## src/rtl/phasor_pkg.sv

```systemverilog
// Shared definitions for the phasor synthesis/analysis blocks.
package phasor_pkg;

  localparam int PHASE_W = 8;
  localparam int MAG_W   = 4;
  localparam int FREQ_W  = 4;

  typedef enum logic [1:0] {IDLE, ACCUM, SCALE, DONE} demod_state_e;

endpackage

```

## src/rtl/phasor_ref_rom.sv

```systemverilog
// Combinational sine/cosine reference: 65-entry quarter-wave table with
// quadrant folding. Peak magnitude 511.
module phasor_ref_rom
  import phasor_pkg::*;
#(
  parameter int COEF_W = 10
) (
  input  logic        [PHASE_W-1:0] phase,
  output logic signed [COEF_W-1:0]  sin_ref,
  output logic signed [COEF_W-1:0]  cos_ref
);

  localparam int QTAB [65] = '{
      0,  13,  25,  38,  50,  63,  75,  87, 100, 112,
    124, 136, 148, 160, 172, 184, 196, 207, 218, 230,
    241, 252, 263, 273, 284, 294, 304, 314, 324, 334,
    343, 352, 361, 370, 379, 387, 395, 403, 410, 418,
    425, 432, 438, 445, 451, 456, 462, 467, 472, 477,
    481, 485, 489, 492, 496, 499, 501, 503, 505, 507,
    509, 510, 510, 511, 511
  };

  // Quadrants 1 and 3 read the table mirrored; the upper half is negated.
  function automatic logic signed [COEF_W-1:0] fold(input logic [PHASE_W-1:0] p);
    logic [6:0]               idx;
    logic signed [COEF_W-1:0] v;
    idx = p[6] ? (7'd64 - {1'b0, p[5:0]}) : {1'b0, p[5:0]};
    v   = COEF_W'(QTAB[idx]);
    return p[7] ? -v : v;
  endfunction

  assign sin_ref = fold(phase);
  assign cos_ref = fold(phase + PHASE_W'(64));

endmodule

```

## src/rtl/phasor_demod.sv

```systemverilog
// Single-bin quadrature demodulator over a 2^WINDOW_LOG2 sample window.
// Build option: PHASOR_DEMOD_ROUND_EN selects round-half-up magnitudes.
module phasor_demod
  import phasor_pkg::*;
#(
  parameter int SAMPLE_W    = 20,
  parameter int COEF_W      = 10,
  parameter int WINDOW_LOG2 = 6,
  parameter int MAG_SHIFT   = 29
) (
  input  logic                       clk,
  input  logic                       reset,
  input  logic                       start,
  input  logic        [FREQ_W-1:0]   freq,
  input  logic signed [SAMPLE_W-1:0] sample_in,
  input  logic                       sample_valid,
  output logic                       sample_ready,
  output logic                       busy,
  output logic                       done,
  output logic        [MAG_W-1:0]    sin_mag,
  output logic        [MAG_W-1:0]    cos_mag,
  output logic                       sin_neg,
  output logic                       cos_neg
);

  localparam int ACC_W  = SAMPLE_W + COEF_W + WINDOW_LOG2;
  localparam int PROD_W = SAMPLE_W + COEF_W;

  demod_state_e               state, state_nxt;
  logic [PHASE_W-1:0]         phase;
  logic [FREQ_W-1:0]          freq_q;
  logic [WINDOW_LOG2-1:0]     count;
  logic signed [ACC_W-1:0]    sin_acc, cos_acc;
  logic signed [COEF_W-1:0]   sin_ref, cos_ref;
  logic signed [PROD_W-1:0]   sin_prod, cos_prod;
  logic                       accept, hs, last;

  phasor_ref_rom #(.COEF_W(COEF_W)) u_rom (
    .phase   (phase),
    .sin_ref (sin_ref),
    .cos_ref (cos_ref)
  );

  assign accept       = (state == IDLE) && start;
  assign sample_ready = (state == ACCUM);
  assign busy         = (state != IDLE);
  assign done         = (state == DONE);
  assign hs           = sample_valid && sample_ready;
  assign last         = (count == {WINDOW_LOG2{1'b1}});
  assign sin_prod     = sample_in * sin_ref;
  assign cos_prod     = sample_in * cos_ref;

  // |acc| is formed one bit wider so the most negative value does not wrap.
  function automatic logic [MAG_W-1:0] sat_mag(input logic signed [ACC_W-1:0] acc);
    logic [ACC_W:0] a, s;
    a = acc[ACC_W-1] ? (~{acc[ACC_W-1], acc} + (ACC_W+1)'(1)) : {1'b0, acc};
`ifdef PHASOR_DEMOD_ROUND_EN
    a = a + ((ACC_W+1)'(1) << (MAG_SHIFT-1));
`else
    a = a;
`endif
    s = a >> MAG_SHIFT;
    return (s > (ACC_W+1)'({MAG_W{1'b1}})) ? {MAG_W{1'b1}} : s[MAG_W-1:0];
  endfunction

  always_ff @(posedge clk) begin
    if (reset) state <= IDLE;
    else       state <= state_nxt;
  end

  always_comb begin
    state_nxt = state;
    case (state)
      IDLE:    if (start)     state_nxt = ACCUM;
      ACCUM:   if (hs && last) state_nxt = SCALE;
      SCALE:   state_nxt = DONE;
      DONE:    state_nxt = IDLE;
      default: state_nxt = IDLE;
    endcase
  end

  always_ff @(posedge clk) begin
    if (reset) begin
      sin_acc <= '0;
      cos_acc <= '0;
      phase   <= '0;
      count   <= '0;
      freq_q  <= '0;
      sin_mag <= '0;
      cos_mag <= '0;
      sin_neg <= 1'b0;
      cos_neg <= 1'b0;
    end else begin
      if (accept) begin
        sin_acc <= '0;
        cos_acc <= '0;
        phase   <= '0;
        count   <= '0;
        freq_q  <= freq;
      end
      if (hs) begin
        sin_acc <= sin_acc + ACC_W'(sin_prod);
        cos_acc <= cos_acc + ACC_W'(cos_prod);
        phase   <= phase + PHASE_W'({freq_q, 2'b00});
        count   <= count + 1'b1;
      end
      if (state == SCALE) begin
        sin_mag <= sat_mag(sin_acc);
        cos_mag <= sat_mag(cos_acc);
        sin_neg <= sin_acc[ACC_W-1];
        cos_neg <= cos_acc[ACC_W-1];
      end
    end
  end

endmodule

```

## config.mk

```make
export PLATFORM = sky130hd
export DESIGN_NAME = phasor_demod
export DESIGN_NICKNAME = d
export VERILOG_FILES = /design/src/rtl/phasor_pkg.sv /design/src/rtl/phasor_ref_rom.sv /design/src/rtl/phasor_demod.sv
export SDC_FILE = /design/constraint.sdc
export NUM_CORES = 2
export LEC_CHECK = 0
export ABC_AREA = 1
export CORE_AREA = 2 2 192 241
export CTS_BUF_LIST = sky130_fd_sc_hd__clkbuf_4 sky130_fd_sc_hd__clkbuf_8
export DETAILED_ROUTE_END_ITERATION = 10
export DIE_AREA = 0 0 194 243
export GPL_TIMING_DRIVEN = 0
export PLACE_DENSITY_LB_ADDON = 0.08
export SYNTH_ARGS = -nofsm -noshare
export SYNTH_HDL_FRONTEND = slang
export SYNTH_SLANG_ARGS = --single-unit
```

## constraint.sdc

```tcl
create_clock -name clk -period 7.9 [get_ports clk]
set_input_delay 0.79 -clock clk [delete_from_list [all_inputs] [get_ports clk]]
set_output_delay 0.79 -clock clk [all_outputs]
set_load 0.05 [all_outputs]
```

# Word-level counts from Yosys, hierarchy flattened
# Memories as Yosys holds them, arrays and structs flattened.
# Cells that the tools add are included.
classes:
  n_addsub: 11
  multipliers: 2
  n_lt_le_gt_ge: 4
  eq_ne: 6
  n_mux: 22
  n_bitwise: 4
  reduce_logical: 7
op_table:
  columns: ["op", "count"]
  rows:
  - ["36-bit two-way mux", 3]
  - ["37-bit by 1-bit adder with 37-bit output (second input constant)", 2]
  - ["37-bit two-way mux", 2]
  - ["37-bit inverter", 2]
  - ["36-bit by 30-bit adder with 36-bit output", 2]
  - ["20-bit by 10-bit multiplier with 30-bit output", 2]
  - ["10-bit two-way mux", 6]
  - ["10-bit negation", 2]
  - ["8-bit >= comparator (second input constant)", 2]
  - ["8-bit by 4-bit greater-than comparator with 1-bit output (second input constant)", 2]
  - ["8-bit two-way mux", 2]
  - ["7-bit inverter with 8-bit output", 2]
  - ["7-bit two-way mux", 2]
  - ["7-bit by 6-bit subtractor with 7-bit output (first input constant)", 2]
  - ["6-bit two-way mux", 2]
  - ["8-bit by 6-bit adder with 8-bit output", 1]
  - ["8-bit by 7-bit adder with 8-bit output (second input constant)", 1]
  - ["4-bit two-way mux", 2]
  - ["2-bit case mux with 4 select lines", 1]
  - ["6-bit by 1-bit adder with 6-bit output (second input constant)", 1]
  - ["6-bit == test (second input constant)", 1]
  - ["2-bit == test (second input constant)", 2]
  - ["2-bit two-way mux", 2]
  - ["2-bit nonzero test", 2]
  - ["other kinds (6)", 8]
word_totals:
  ff_bits: 102
  romBits: 8192
  input_bits: 28
  out_inout_bits: 13
  wordCells: 68
  memories: 2
memory_table:
  columns: ["memory", "words", "word_bits", "read_ports", "rd_clocked_by_memory_dff", "wr", "line_no", "source"]
  rows:
  - ["(name not given)", 128, 32, 1, 0, 0, "phasor_ref_rom.sv:28", "v = COEF_W'(QTAB[idx]);"]
  - ["(name not given)", 128, 32, 1, 0, 0, "phasor_ref_rom.sv:28", null]

# Longest topological paths before layout
logic_depth:
  word_depth: 12
  ltp_mapped: 47
  depth_no_buf: 45

# Hierarchy
# A second synthesis with hierarchy kept.
unflattened:
  hier_cells: 4031
  area_unflattened_um2: 26992.1
by_module_without_submodules:
  columns: ["mod", "instances", "cells_per_inst", "area_per_inst_um2", "seq_area_each_um2"]
  rows:
  - ["phasor_demod", 1, 3494, 24399.7, 2001.9]
  - ["phasor_ref_rom", 1, 537, 2592.5, 0.0]

# Worst setup path after synthesis
# Ideal clock, no wire load.
synth_path:
  path_kind: "reg2reg"
  from: "reg phase[3]"
  to: "reg cos_acc[35]"
  setup_time_ns: 0.132
  t_arrival_ns: 7.004
  required_time_ns: 7.768
  slack_ns: 0.763
  stages_incl_launch_ff: 38
  n_path_buf: 2
  period_less_slack_ns: 7.137
  path_cell_list: "dfxtp_1 inv_1 ha_1 inv_1 o21ai_2 nor2_1 nand2_1 nand2_1 nand2_1 clkinv_1 clkbuf_1 ha_1 nand3_1 nor2_2 nor2_1 o21ai_0 nand2_2 inv_2 [... 2 more ...] fa_1 fa_1 fa_1 inv_1 fa_1 inv_1 fa_1 inv_1 ha_1 a21oi_1 a21boi_0 nand2_1 nand2_1 nand2_1 a21oi_1 nand3_1 nand3_1 a21oi_1"
synth_via:
  elab_chain_cells: 12
synth_lines:
  columns: ["item", "line_no", "source"]
  rows:
  - ["start: declaration", "phasor_demod.sv:30", "logic [PHASE_W-1:0] phase;"]
  - ["start signal: assignment", "phasor_demod.sv:104", "phase <= phase + PHASE_W'({freq_q, 2'b00});"]
  - ["8-bit by 7-bit adder with 8-bit output *", "phasor_ref_rom.sv:33", "assign cos_ref = fold(phase + PHASE_W'(64));"]
  - ["7-bit by 6-bit subtractor with 7-bit output", "phasor_ref_rom.sv:27", "idx = p[6] ? (7'd64 - {1'b0, p[5:0]}) : {1'b0, p[5:0]};"]
  - ["7-bit two-way mux", "phasor_ref_rom.sv:27", null]
  - ["7-bit inverter with 8-bit output (implied by the code)", "phasor_ref_rom.sv:28", null]
  - ["memory 128 x 32 bit", null, null]
  - ["10-bit two-way mux (implied by the code) (2 in a row)", "phasor_ref_rom.sv:28", null]
  - ["10-bit negation", "phasor_ref_rom.sv:29", "return p[7] ? -v : v;"]
  - ["10-bit two-way mux *", "phasor_ref_rom.sv:29", null]
  - ["20-bit by 10-bit multiplier with 30-bit output *", "phasor_demod.sv:51", "assign cos_prod = sample_in * cos_ref;"]
  - ["36-bit by 30-bit adder with 36-bit output *", "phasor_demod.sv:103", "cos_acc <= cos_acc + ACC_W'(cos_prod);"]
  - ["36-bit two-way mux *", "phasor_demod.sv:101", "if (hs) begin"]
  - ["end signal: assignment", "phasor_demod.sv:103", null]
  - ["end: declaration", "phasor_demod.sv:33", "logic signed [ACC_W-1:0] sin_acc, cos_acc;"]
# Mark *: on every way between the ends. The rest lies on a longest branch, timed or not. The select of a mux whose other input is x is not followed.
# A chain may end at the register's enable or synchronous reset.

# Worst setup path after layout
layout_path:
  from: "reg phase[2]"
  to: "reg sin_acc[32]"
layout_via:
  elab_chain_cells: 11
layout_lines:
  columns: ["item", "line_no", "source"]
  rows:
  - ["7-bit by 6-bit subtractor with 7-bit output", "phasor_ref_rom.sv:27", null]
  - ["7-bit two-way mux *", "phasor_ref_rom.sv:27", null]
  - ["7-bit inverter with 8-bit output (implied by the code) *", "phasor_ref_rom.sv:28", null]
  - ["memory 128 x 32 bit *", null, null]
  - ["10-bit two-way mux (implied by the code) * (2 in a row)", "phasor_ref_rom.sv:28", null]
  - ["10-bit negation", "phasor_ref_rom.sv:29", null]
  - ["10-bit two-way mux *", "phasor_ref_rom.sv:29", null]
  - ["20-bit by 10-bit multiplier with 30-bit output *", "phasor_demod.sv:50", "assign sin_prod = sample_in * sin_ref;"]
  - ["36-bit by 30-bit adder with 36-bit output *", "phasor_demod.sv:102", "sin_acc <= sin_acc + ACC_W'(sin_prod);"]
  - ["36-bit two-way mux *", "phasor_demod.sv:101", null]
  - ["end signal: assignment", "phasor_demod.sv:102", null]
  - ["end: declaration", "phasor_demod.sv:33", null]
# Marked as above.

==> flow_summary_export.csv <==
group,metric,value,unit
global_route,antenna_found_initial,1,
clock_network,cts.sinks,100,
timing,whs,476,ps
yosys,syn_avg_cell_area,7.35,µm²
yosys,synth_seq_cells,100,
finish,fillers,4398,
detailed_routing,wirelength,76400,µm
timing,slew_headroom,0.0458,
yosys,synth-edff-count,0,
timing,fin_worst_skew,20.5,ps
timing,tightest_slew,1420,ps
worst_setup_path,cp_common_cell,"inv_1",
die,initial_utilization,0.544,
die,row_count,87,
timing,fin_crit,7490,ps
die,die_w,194,µm
clock_network,cts.clk_slew.worst_paths,110,ps
clock_network,cts_max_level,3,
yosys,synth_ff_type,"dfxtp_1",
yosys,async_reset_ff_frac,0,
global_route,grtUsageTotal,0.336,
global_route,grt_start_max_net_pins,20,
timing,slew_violations,0,
timing,finalCritPeriodShare,0.948,
yosys,synth_seq_area_share,0.0821,
worst_setup_path,crit_arrival,7870,ps
finish,utilization,0.583,
finish,design_area,0.0261,mm²
yosys,synth_cells,3321,
detailed_routing,vias_per_cell,5.49,
detailed_routing,wl_per_cell,19.3,µm
timing,finalHoldViolCount,0,
min_path,min_path_cells,2,
worst_setup_path,reg2reg_to,"sin_acc[32]$_SDFFE_PP0P_",
timing,rsz0062_at_grt,"yes",
placed_design,dp_hpwl,65600,µm
yosys,netlist_area,0.0244,mm²
die,die-area,0.0471,mm²
placed_design,dpl_cell_area,0.0255,mm²
worst_setup_path,ff2ff_setup_slack,410,ps
worst_setup_path,startpoint_type,"flop",
worst_setup_path,cp-end-kind,"flop",
worst_setup_path,r2r-start,"phase[2]$_SDFFE_PP0P_",
clock_network,clock_latency,460,ps
worst_setup_path,cp_slowest_cell,"fa_2",
detailed_routing,via_count,21800,
placed_design,gp_congestion,0.958,
die,ios,41,
placed_design,io_buffers,37,
clock_network,cts_tree,"yes",
clock_network,clock_path_buffers,2,
global_route,overflow,0,
worst_setup_path,path_max_fanout,20,
timing,setup_viol,0,
global_route,grt_pass1_vias,22100,
global_route,grt_pass1_wl,121000,µm
clock_network,cts.hold.buffers_added,0,
timing,max_freq,0.133,GHz
min_path,hp-start,"count[5]$_SDFFE_PP0P_",
status,status,"finished, final reports clean",
worst_setup_path,critical_path_class,"flop to flop",
detailed_routing,first_pass_iters,5,
worst_setup_path,worst_path_largest_cell_delay,660,ps
detailed_routing,drc,0,
finish,seq_area,0.00201,mm²
yosys,yosysWarnings,0,
worst_setup_path,crit_required,8280,ps
min_path,hold_path_end,"count[5]$_SDFFE_PP0P_",
worst_setup_path,rr_worst_depth,30,
clock_network,numCtsBuffers,9,
die,core_area,0.0448,mm²
finish,multi_input_area,0.0195,mm²
yosys,ys_types,50,
die,die_h,243,µm
finish,drive_gt1_frac,0.0713,
detailed_routing,ant_nets,0,
detailed_routing,first_iter_violations,1586,
clock_network,cts_root_buf,"clkbuf_8",
min_path,hold_path_class,"flop to flop",
finish,fin_nets,4036,
finish,syn2layout_area_growth,7.19,%
job,cap_violations,0,
[how the worst max path moves through the flow]
| stage | from | end | cells after the start |
|---|---|---|---|
| 2_1_floorplan | phase[3]$_SDFFE_PP0P_ | cos_acc[35]$_SDFFE_PP0P_ | 37 |
| 4_1_cts | phase[2]$_SDFFE_PP0P_ | cos_acc[34]$_SDFFE_PP0P_ | 37 |
| 5_1_grt | phase[2]$_SDFFE_PP0P_ | cos_acc[20]$_SDFFE_PP0P_ | 38 |
| 3_5_place_dp | phase[3]$_SDFFE_PP0P_ | cos_acc[35]$_SDFFE_PP0P_ | 32 |
| 6_report | phase[2]$_SDFFE_PP0P_ | sin_acc[32]$_SDFFE_PP0P_ | 30 |
| 3_3_place_gp | phase[3]$_SDFFE_PP0P_ | cos_acc[35]$_SDFFE_PP0P_ | 32 |
[layout make-up]
type                       instances  share of cell area
inverter                         769               0.112
clock inverter                     6             0.00201
antenna                            1           0.0000957
clock buffer                      10             0.00502
sequential                       100              0.0768
timing repair buffer              46              0.0167
tap                              578              0.0277
buffer                            81              0.0156
multi-input combinational       2369               0.744
[layer usage]
layer / vias to the layer above / routed length (µm) / global-route usage
met2: 732 / 35700 / 0.550
met1: 10800 / 32600 / 0.458
li1: 10100 / - / -
met3: 98 / 5380 / 0.0447
met5: - / 0 / 0
met4: 0 / 2640 / 0.117
[cells in the mapped netlist (9+ instances only)]
library cell  number  share of area
inv_1            741           0.11
nand3b_1          19         0.0058
nor3_1            24         0.0049
nand2_4           10         0.0046
o21ai_0           84          0.017
nand2_2           17         0.0044
inv_2             19         0.0029
nor4_1             9         0.0023
a21oi_1          214          0.044
nor2_1           346          0.053
nand3_1          172          0.035
clkbuf_1          54         0.0083
o21bai_1          12         0.0037
nor2_2            25         0.0064
buf_2             13         0.0027
buf_6              9         0.0042
or2_2             21         0.0054
dfxtp_1          100          0.082
nand4_1           27         0.0069
ha_1             191          0.098
fa_1             441           0.36
nand2_1          689           0.11
[cell usage in the layout (no fill, tap or decap), drive strengths merged, types with 5 or more instances in the layout]
master,n
o21bai,12
clkdlybuf4s50,37
nand3b,19
nand3,179
nor3,25
or2,21
nand4,28
a21boi,6
xnor2,7
a21oi,215
nor4,9
ha,191
clkbuf,64
nor2,372
inv,766
clkinv,9
a21o,6
buf,36
xor2,5
dfxtp,100
nand2,716
o21ai,89
fa,441
o21a,5
[cell families (layout without fill, tap and decap cells)]
group / after synthesis / count (layout) / share of synthesized area
other cells: 2 / 4 / 0.000308
flops: 100 / 100 / 0.0821
xor+xnor: 12 / 12 / 0.00431
simple gates: 1382 / 1382 / 0.243
compound gates: 340 / 340 / 0.0742
fa+ha+maj: 632 / 632 / 0.460
buf+inv: 853 / 912 / 0.136
[stage by stage]
stage,TNS [ps],setup slack (ps),std cells
finish,0,408,3960
global route,-114,-59.9,3959
CTS,0,28.6,3955
detailed placement,-29080,-1080,3937
global placement,-25260,-1050,3937
floorplan,0,763,3322
[critical path, delay by kind of cell (launching register included)]
| kind | cells | cell delay (ps) |
|---|---|---|
| adder cells (fa/ha/maj) | 8 | 3880 |
| buffers and inverters | 8 | 830 |
| AND/OR/NAND/NOR | 12 | 1930 |
| flip-flops | 1 | 390 |
| AO/OA/AOI/OAI | 2 | 380 |
[state kept, by name, summed over array words and instances, names as in the netlist]
signal,cells
cos_acc,36
cos_mag,4
cos_neg,1
count,6
freq_q,4
phase,6
sin_acc,36
sin_mag,4
sin_neg,1
state,2
[repair_timing]
item | CTS | global route
pin swaps | 3 | 10
gates cloned | 0 | 0
setup endpoints to repair | 51 | 46
resized for setup | 35 | 86
setup buffers | 4 | 5
Power is left out: the tool's default activity adds up to more than one toggle a clock period on the data nets, which glitch-free logic cannot reach.
